### src/rtl/uart_tx_dev.sv
// uart_tx_dev: bridge-attached UART transmitter with TX FIFO and IRQ.
// Optional macro: UART_TX_PARITY_EN adds a parity bit (frame 8E1/8O1).
//
// Ports:
//   clk   - system clock, all state on rising edge
//   reset - synchronous active-high reset
//   Addr  - word address [31:2]; only Addr[3:2] decoded
//   WE    - write enable from bridge
//   Din   - write data
//   Dout  - combinational read data
//   IRQ   - level interrupt: IRQEN & idle & FIFO empty
//   txd   - registered serial output, idle high
// Registers: 0 DATA, 1 CTRL, 2 STATUS, 3 DIV.

module uart_tx_dev #(
   parameter int          FIFO_DEPTH  = 4,
   parameter logic [15:0] DIV_DEFAULT = 16'd16
) (
   input  logic        clk,
   input  logic        reset,
   input  logic [31:2] Addr,
   input  logic        WE,
   input  logic [31:0] Din,
   output logic [31:0] Dout,
   output logic        IRQ,
   output logic        txd
);

   localparam int AW = $clog2(FIFO_DEPTH);
`ifdef UART_TX_PARITY_EN
   localparam int CW = 3;
`else
   localparam int CW = 2;
`endif

`ifdef UART_TX_PARITY_EN
   typedef enum logic [2:0] {
      S_IDLE, S_START, S_DATA, S_PARITY, S_STOP
   } state_t;
`else
   typedef enum logic [2:0] {
      S_IDLE, S_START, S_DATA, S_STOP
   } state_t;
`endif

   logic [7:0]    r_mem [FIFO_DEPTH];
   logic [AW-1:0] r_wp;
   logic [AW-1:0] r_rp;
   logic [AW:0]   r_cnt;
   logic [CW-1:0] r_ctrl;
   logic [15:0]   r_div;
   logic [15:0]   r_div_q;
   logic [15:0]   r_tick;
   logic          r_ovf;
   logic [2:0]    r_bit;
   logic [7:0]    r_shift;
   logic          r_txd;
`ifdef UART_TX_PARITY_EN
   logic          r_par;
`endif
   state_t        r_state;
   state_t        w_state_n;

   logic          w_full;
   logic          w_empty;
   logic          w_busy;
   logic          w_wr_data;
   logic          w_wr_ctrl;
   logic          w_wr_div;
   logic          w_push;
   logic          w_pop;
   logic          w_shift_en;
   logic          w_txd_n;
   logic          w_tick_end;
   logic          w_can_start;
   logic [4:0]    w_cnt5;
   logic          w_unused;

   assign w_full    = (r_cnt == (AW+1)'(FIFO_DEPTH));
   assign w_empty   = (r_cnt == '0);
   assign w_busy    = (r_state != S_IDLE);
   assign w_wr_data = WE & (Addr[3:2] == 2'd0);
   assign w_wr_ctrl = WE & (Addr[3:2] == 2'd1);
   assign w_wr_div  = WE & (Addr[3:2] == 2'd3);
   // FULL is judged before any same-cycle pop
   assign w_push    = w_wr_data & ~w_full;
   assign w_tick_end  = (r_tick == r_div_q - 16'd1);
   assign w_can_start = r_ctrl[0] & ~w_empty;
   assign w_cnt5    = 5'(r_cnt);
   assign w_unused  = &{1'b0, Addr[31:4], Din[31:16]};

   // Transmit FSM state register
   always_ff @(posedge clk) begin
      if (reset) r_state <= S_IDLE;
      else       r_state <= w_state_n;
   end

   // Next state; w_txd_n is the line level of the bit being entered
   always_comb begin
      w_state_n  = r_state;
      w_pop      = 1'b0;
      w_shift_en = 1'b0;
      w_txd_n    = r_txd;
      unique case (r_state)
         S_IDLE: begin
            if (w_can_start) begin
               w_state_n = S_START;
               w_pop     = 1'b1;
               w_txd_n   = 1'b0;
            end
         end
         S_START: begin
            if (w_tick_end) begin
               w_state_n = S_DATA;
               w_txd_n   = r_shift[0];
            end
         end
         S_DATA: begin
            if (w_tick_end) begin
               if (r_bit == 3'd7) begin
`ifdef UART_TX_PARITY_EN
                  w_state_n = S_PARITY;
                  w_txd_n   = r_par;
`else
                  w_state_n = S_STOP;
                  w_txd_n   = 1'b1;
`endif
               end else begin
                  w_shift_en = 1'b1;
                  w_txd_n    = r_shift[1];
               end
            end
         end
`ifdef UART_TX_PARITY_EN
         S_PARITY: begin
            if (w_tick_end) begin
               w_state_n = S_STOP;
               w_txd_n   = 1'b1;
            end
         end
`endif
         S_STOP: begin
            if (w_tick_end) begin
               if (w_can_start) begin
                  w_state_n = S_START;
                  w_pop     = 1'b1;
                  w_txd_n   = 1'b0;
               end else begin
                  w_state_n = S_IDLE;
                  w_txd_n   = 1'b1;
               end
            end
         end
         default: begin
            w_state_n = S_IDLE;
            w_txd_n   = 1'b1;
         end
      endcase
   end

   // FIFO storage
   always_ff @(posedge clk) begin
      if (w_push) r_mem[r_wp] <= Din[7:0];
   end

   // FIFO pointers, count, sticky overflow
   always_ff @(posedge clk) begin
      if (reset) begin
         r_wp  <= '0;
         r_rp  <= '0;
         r_cnt <= '0;
         r_ovf <= 1'b0;
      end else begin
         if (w_push) r_wp <= r_wp + 1'b1;
         if (w_pop)  r_rp <= r_rp + 1'b1;
         r_cnt <= r_cnt + (AW+1)'(w_push)
                        - (AW+1)'(w_pop);
         if (w_wr_ctrl)
            r_ovf <= 1'b0;
         else if (w_wr_data & w_full)
            r_ovf <= 1'b1;
      end
   end

   // CTRL and DIV registers
   always_ff @(posedge clk) begin
      if (reset) begin
         r_ctrl <= '0;
         r_div  <= DIV_DEFAULT;
      end else begin
         if (w_wr_ctrl) r_ctrl <= Din[CW-1:0];
         if (w_wr_div)
            r_div <= (Din[15:0] == 16'd0) ?
                     16'd1 : Din[15:0];
      end
   end

   // Bit timing, shifter and line driver
   always_ff @(posedge clk) begin
      if (reset) begin
         r_txd   <= 1'b1;
         r_div_q <= 16'd1;
         r_tick  <= '0;
         r_bit   <= '0;
         r_shift <= '0;
`ifdef UART_TX_PARITY_EN
         r_par   <= 1'b0;
`endif
      end else begin
         r_txd  <= w_txd_n;
         r_tick <= (r_state == S_IDLE || w_tick_end) ?
                   16'd0 : r_tick + 16'd1;
         if (w_pop) begin
            r_shift <= r_mem[r_rp];
            r_div_q <= r_div;
            r_bit   <= '0;
`ifdef UART_TX_PARITY_EN
            r_par   <= (^r_mem[r_rp]) ^ r_ctrl[2];
`endif
         end else if (w_shift_en) begin
            r_shift <= {1'b0, r_shift[7:1]};
            r_bit   <= r_bit + 3'd1;
         end
      end
   end

   // Register read mux
   always_comb begin
      Dout = '0;
      unique case (Addr[3:2])
         2'd0: Dout = '0;
         2'd1: Dout[CW-1:0] = r_ctrl;
         2'd2: Dout[8:0] = {w_cnt5, r_ovf, w_empty,
                            w_full, w_busy};
         2'd3: Dout[15:0] = r_div;
         default: Dout = '0;
      endcase
   end

   assign IRQ = r_ctrl[1] & ~w_busy & w_empty;
   assign txd = r_txd;

endmodule

### config.mk
export PLATFORM = sky130hd
export DESIGN_NAME = uart_tx_dev
export DESIGN_NICKNAME = d
export VERILOG_FILES = /design/src/rtl/uart_tx_dev.sv
export SDC_FILE = /design/constraint.sdc
export NUM_CORES = 1
export LEC_CHECK = 0
export BUFFER_PORTS_ARGS = -buffer_cell sky130_fd_sc_hd__buf_2
export CORE_AREA = 10 10 116 118
export DETAILED_ROUTE_END_ITERATION = 8
export DIE_AREA = 0 0 126 128
export PLACE_DENSITY = 0.72
export SLEW_MARGIN = 20
export SYNTH_ARGS = -nofsm -noshare
export SYNTH_HDL_FRONTEND = slang
export SYNTH_SLANG_ARGS = --single-unit
### constraint.sdc
create_clock -name clk -period 9.8 [get_ports clk]
set_input_delay 0.49 -clock clk [delete_from_list [all_inputs] [get_ports clk]]
set_output_delay 0.49 -clock clk [all_outputs]
set_load 0.01 [all_outputs]
==> key figures <==
Setup path
  – Critical Path Sink Type: flip-flop
  – Depth of the worst register-to-register path: 15
  – Sort of element at the start of the critical path: flip-flop
  – CP required: 10010 ps
  – Class of the most critical setup path: reg2reg
  – Maximum fanout along the worst path: 10
  – Data arrival time at the worst-slack endpoint: 4360 ps

Route
  – Per-cell via count in the routed design: 5.530
  – First-iteration detailed-routing DRC count: 209
  – Number of DRC violations after detailed routing: 0
  – Post-detailed-routing wire length: 11610 um
  – Per-cell routed wire length: 16.28 um
  – First-pass iteration count of the detailed router: 4
  – Via count of the routed design: 3943
  – Detail Route Antenna Nets: 0

Yosys
  – Prevailing post-synth register cell: sky130_fd_sc_hd__dfxtp_1
  – Average size of a mapped cell: 10.05 um^2
  – Sequential share of the synthesized area: 44.60%
  – Netlist Area Pre-Place: 5477 um^2
  – Share of synthesized flip-flops with an asynchronous set or reset: 0%
  – Cell taking the most area after synthesis: sky130_fd_sc_hd__dfxtp_1
  – Count of unique library cells instantiated by Yosys: 68
  – Number of synthesized flops with an enable pin: 32
  – Cell count after synthesis: 545
  – Total of flip-flops plus latches after synthesis: 106
  – Most frequent cells after synthesis: 74 x sky130_fd_sc_hd__dfxtp_1, 74 x sky130_fd_sc_hd__nand2_1, 41 x sky130_fd_sc_hd__nor2_1, 32 x sky130_fd_sc_hd__edfxtp_1, 32 x sky130_fd_sc_hd__mux2i_1
  – Area contributors post-synth: sky130_fd_sc_hd__dfxtp_1 27%, sky130_fd_sc_hd__edfxtp_1 18%, sky130_fd_sc_hd__mux2i_1 5.8%
  – Yosys Warn Count: 0
  – Proportion of netlist area held by the largest area contributor: 27.05%

Clock network
  – Number of sinks driven by the clock tree: 106
  – CTS hold repair buffers: 0
  – Number of H-tree levels: 3
  – Clk root buf: sky130_fd_sc_hd__clkbuf_16
  – Number of buffers inserted by post-CTS setup repair: 0
  – Clock insertion delay at the later pin of the skew report: 350 ps
  – Number of gates resized after cts: 0
  – Reg clk slew, reported paths: 80 ps
  – Number of buffers on the longest clock path: 2
  – Inserted Clock Buffers: 9
  – TritonCTS clock tree: done

Timing
  – Final setup violation count: 0
  – Smallest setup slack after layout: 5649 ps
  – Final critical delay including setup and external delays: 4151 ps
  – Maximum clock skew at final layout: 7.906 ps
  – Final Hold Violating Endpoints: 0
  – Worst slew pin tran: 1032 ps
  – Fmax: 0.2409 GHz
  – Slew Viols, Final: 0
  – RSZ-0062 raised after global routing: false
  – Slew Limit Headroom: 31.03%
  – Tcrit/Tclk final: 42.36%
  – Setup TNS: 0 ps

Final layout
  – Ratio of cells with drive above 1 in the final layout: 14.74%
  – Area growth syn-to-layout: 8.156%
  – Fin cells: 713
  – Net total in the final layout: 644
  – # diodes: 0

Global routing
  – Aggregate global routing overflow: 0
  – Met2 usage: 24.31%
  – Met3 capacity usage during global routing: 2.812%
  – Maximum number of pins on one net before global-route repair: 45
  – Number of global-route vias before repair: 4008
  – Wire length of the first global-routing pass: 19760 um
  – Met1 layer usage reported by global route: 18.14%
  – Global Route Usage Sum: 14.62%
  – Antenna violations before repair: 0
  – Busiest layer in global routing: met2

Pwr
  – Sequential group share of total power: 49.6%
  – Switching power total: 0.2596 mW
  – Power density cells: 163.4 nW/um^2
  – Fraction of power spent switching nets: 26.83%
  – Worst vdd ir: 0.1195 mV
  – Share of power burned in combinational logic: 11.8%
  – Clock power share: 38.6%
  – Internal Power: 0.7080 mW
  – Leakage: 2.130 nW

Worst hold path
  – Hold WC Path Type: in2reg
  – WHS Path Cells: 3

Floorplan
  – Initial standard-cell utilization of the core: 48.80%
  – Y dimension of the die: 128 um
  – Core area: 11220 um^2
  – I/O pin count: 99
  – Number of core rows: 39
  – Chip width: 126 um
  – Floorplan die area: 16130 um^2

Placed design
  – Final estimated routing congestion in global placement: 0.8406
  – Number of port buffers: 38
  – Total placed cells including tap cells: 697
  – HPWL after detailed placement: 8570 um
  – Pre-CTS setup slack: 5727 ps

Run status
  – Status: finished clean

Flow run
  – Reported max-cap violation count: 0
[cells by family after synthesis]
group / synth area share (%)
AOI/OAI and AO/OA: 9.344
xor gates and xnor gates: 6.397
muxes: 9.824
other: 0.06847
DFF: 44.60
and+or+nand+nor: 19.83
buffers and inverters: 6.602
adders and majority gates: 3.336
[registers in the layout (all words and copies together), names as in the netlist, named ones only]
name / flops
r_cnt: 3
r_tick: 16
r_div: 16
r_mem: 32
txd: 1
r_div_q: 16
r_shift: 8
r_ovf: 1
r_state: 2
r_ctrl: 2
r_rp: 2
r_bit: 3
r_wp: 2
[worst paths after layout]
| kind | startpoint | slack [ps] | endpoint |
|---|---|---|---|
| setup / recovery | r_div_q[0] | 5650 | r_cnt[2] |
| hold / removal | Din[15] | 380 | r_div[15] |
| setup reg to reg | r_div_q[0] | 5650 | r_cnt[2] |
| hold reg to reg | r_div[6] | 480 | r_div[6] |
[critical path, cell delays in order, from the launching register on]
cell and delay [ps]:
sky130_fd_sc_hd__dfxtp_1 380, sky130_fd_sc_hd__inv_1 80, sky130_fd_sc_hd__ha_1 180, sky130_fd_sc_hd__nor3b_1 670, sky130_fd_sc_hd__nand2_1 170, sky130_fd_sc_hd__xnor2_1 200, sky130_fd_sc_hd__a2111oi_4 510, sky130_fd_sc_hd__nand4_4 240
sky130_fd_sc_hd__o21a_1 390, sky130_fd_sc_hd__xnor2_1 230, sky130_fd_sc_hd__ha_1 170, sky130_fd_sc_hd__inv_1 50, sky130_fd_sc_hd__fa_1 370, sky130_fd_sc_hd__xor2_1 170, sky130_fd_sc_hd__xnor2_1 130, sky130_fd_sc_hd__nor2_1 50
[power by group through the flow]
| stage | Clock (mW) | Combinational (mW) | Sequential (mW) |
|---|---|---|---|
| floorplan | 0 | 0.0968 | 0.482 |
| global placement | 0 | 0.109 | 0.490 |
| finish | 0.373 | 0.114 | 0.480 |
| CTS | 0.379 | 0.114 | 0.480 |
| global route | 0.395 | 0.127 | 0.482 |
| detailed placement | 0 | 0.113 | 0.490 |
[layout make-up]
class                      count  area (um^2)
fill                         999         5300
multi-input combinational    392         2729
sequential                   106         2442
clock buffer                  10        250.2
timing repair buffer          38        190.2
tap                          143        178.9
inverter                      18        67.56
clock inverter                 6        65.06
[per-layer routing]
| metal | vias up | part of all wire (%) |
|---|---|---|
| li1 | 1946 | - |
| met1 | 1890 | 45 |
| met2 | 85 | 49 |
| met3 | 22 | 4.3 |
| met4 | 0 | 2.3 |
| met5 | - | 0 |
[layout by cell type, fill, tap and decap left out, types with 5 or more instances in the layout]
cell type and count:
sky130_fd_sc_hd__a21oi_1 28, sky130_fd_sc_hd__and2_1 5, sky130_fd_sc_hd__and3_1 14, sky130_fd_sc_hd__buf_2 38, sky130_fd_sc_hd__clkbuf_16 10, sky130_fd_sc_hd__conb_1 16, sky130_fd_sc_hd__dfxtp_1 74, sky130_fd_sc_hd__edfxtp_1 32
sky130_fd_sc_hd__ha_1 13, sky130_fd_sc_hd__inv_1 17, sky130_fd_sc_hd__mux2i_1 32, sky130_fd_sc_hd__mux4_2 8, sky130_fd_sc_hd__nand2_1 74, sky130_fd_sc_hd__nand3_1 16, sky130_fd_sc_hd__nor2_1 41, sky130_fd_sc_hd__nor2b_1 10
sky130_fd_sc_hd__nor3_1 9, sky130_fd_sc_hd__nor4_1 7, sky130_fd_sc_hd__o41ai_1 7, sky130_fd_sc_hd__xnor2_1 27, sky130_fd_sc_hd__xor2_1 13
[through the flow]
| step | hold slack, ps | instance area [um^2] | total power [mW] | utilization (%) |
|---|---|---|---|---|
| floorplan | 445.1 | 5533 | 0.5789 | - |
| global placement | 457.2 | 5608 | 0.5989 | 49.97 |
| detailed placement | 466.4 | 5608 | 0.6038 | 49.97 |
| CTS | 381.6 | 5923 | 0.9728 | 52.78 |
| global route | 393.6 | 5923 | 1.004 | 52.78 |
| finish | 384.9 | 5923 | 0.9676 | 52.78 |
Power figures use the tool's default switching activity.
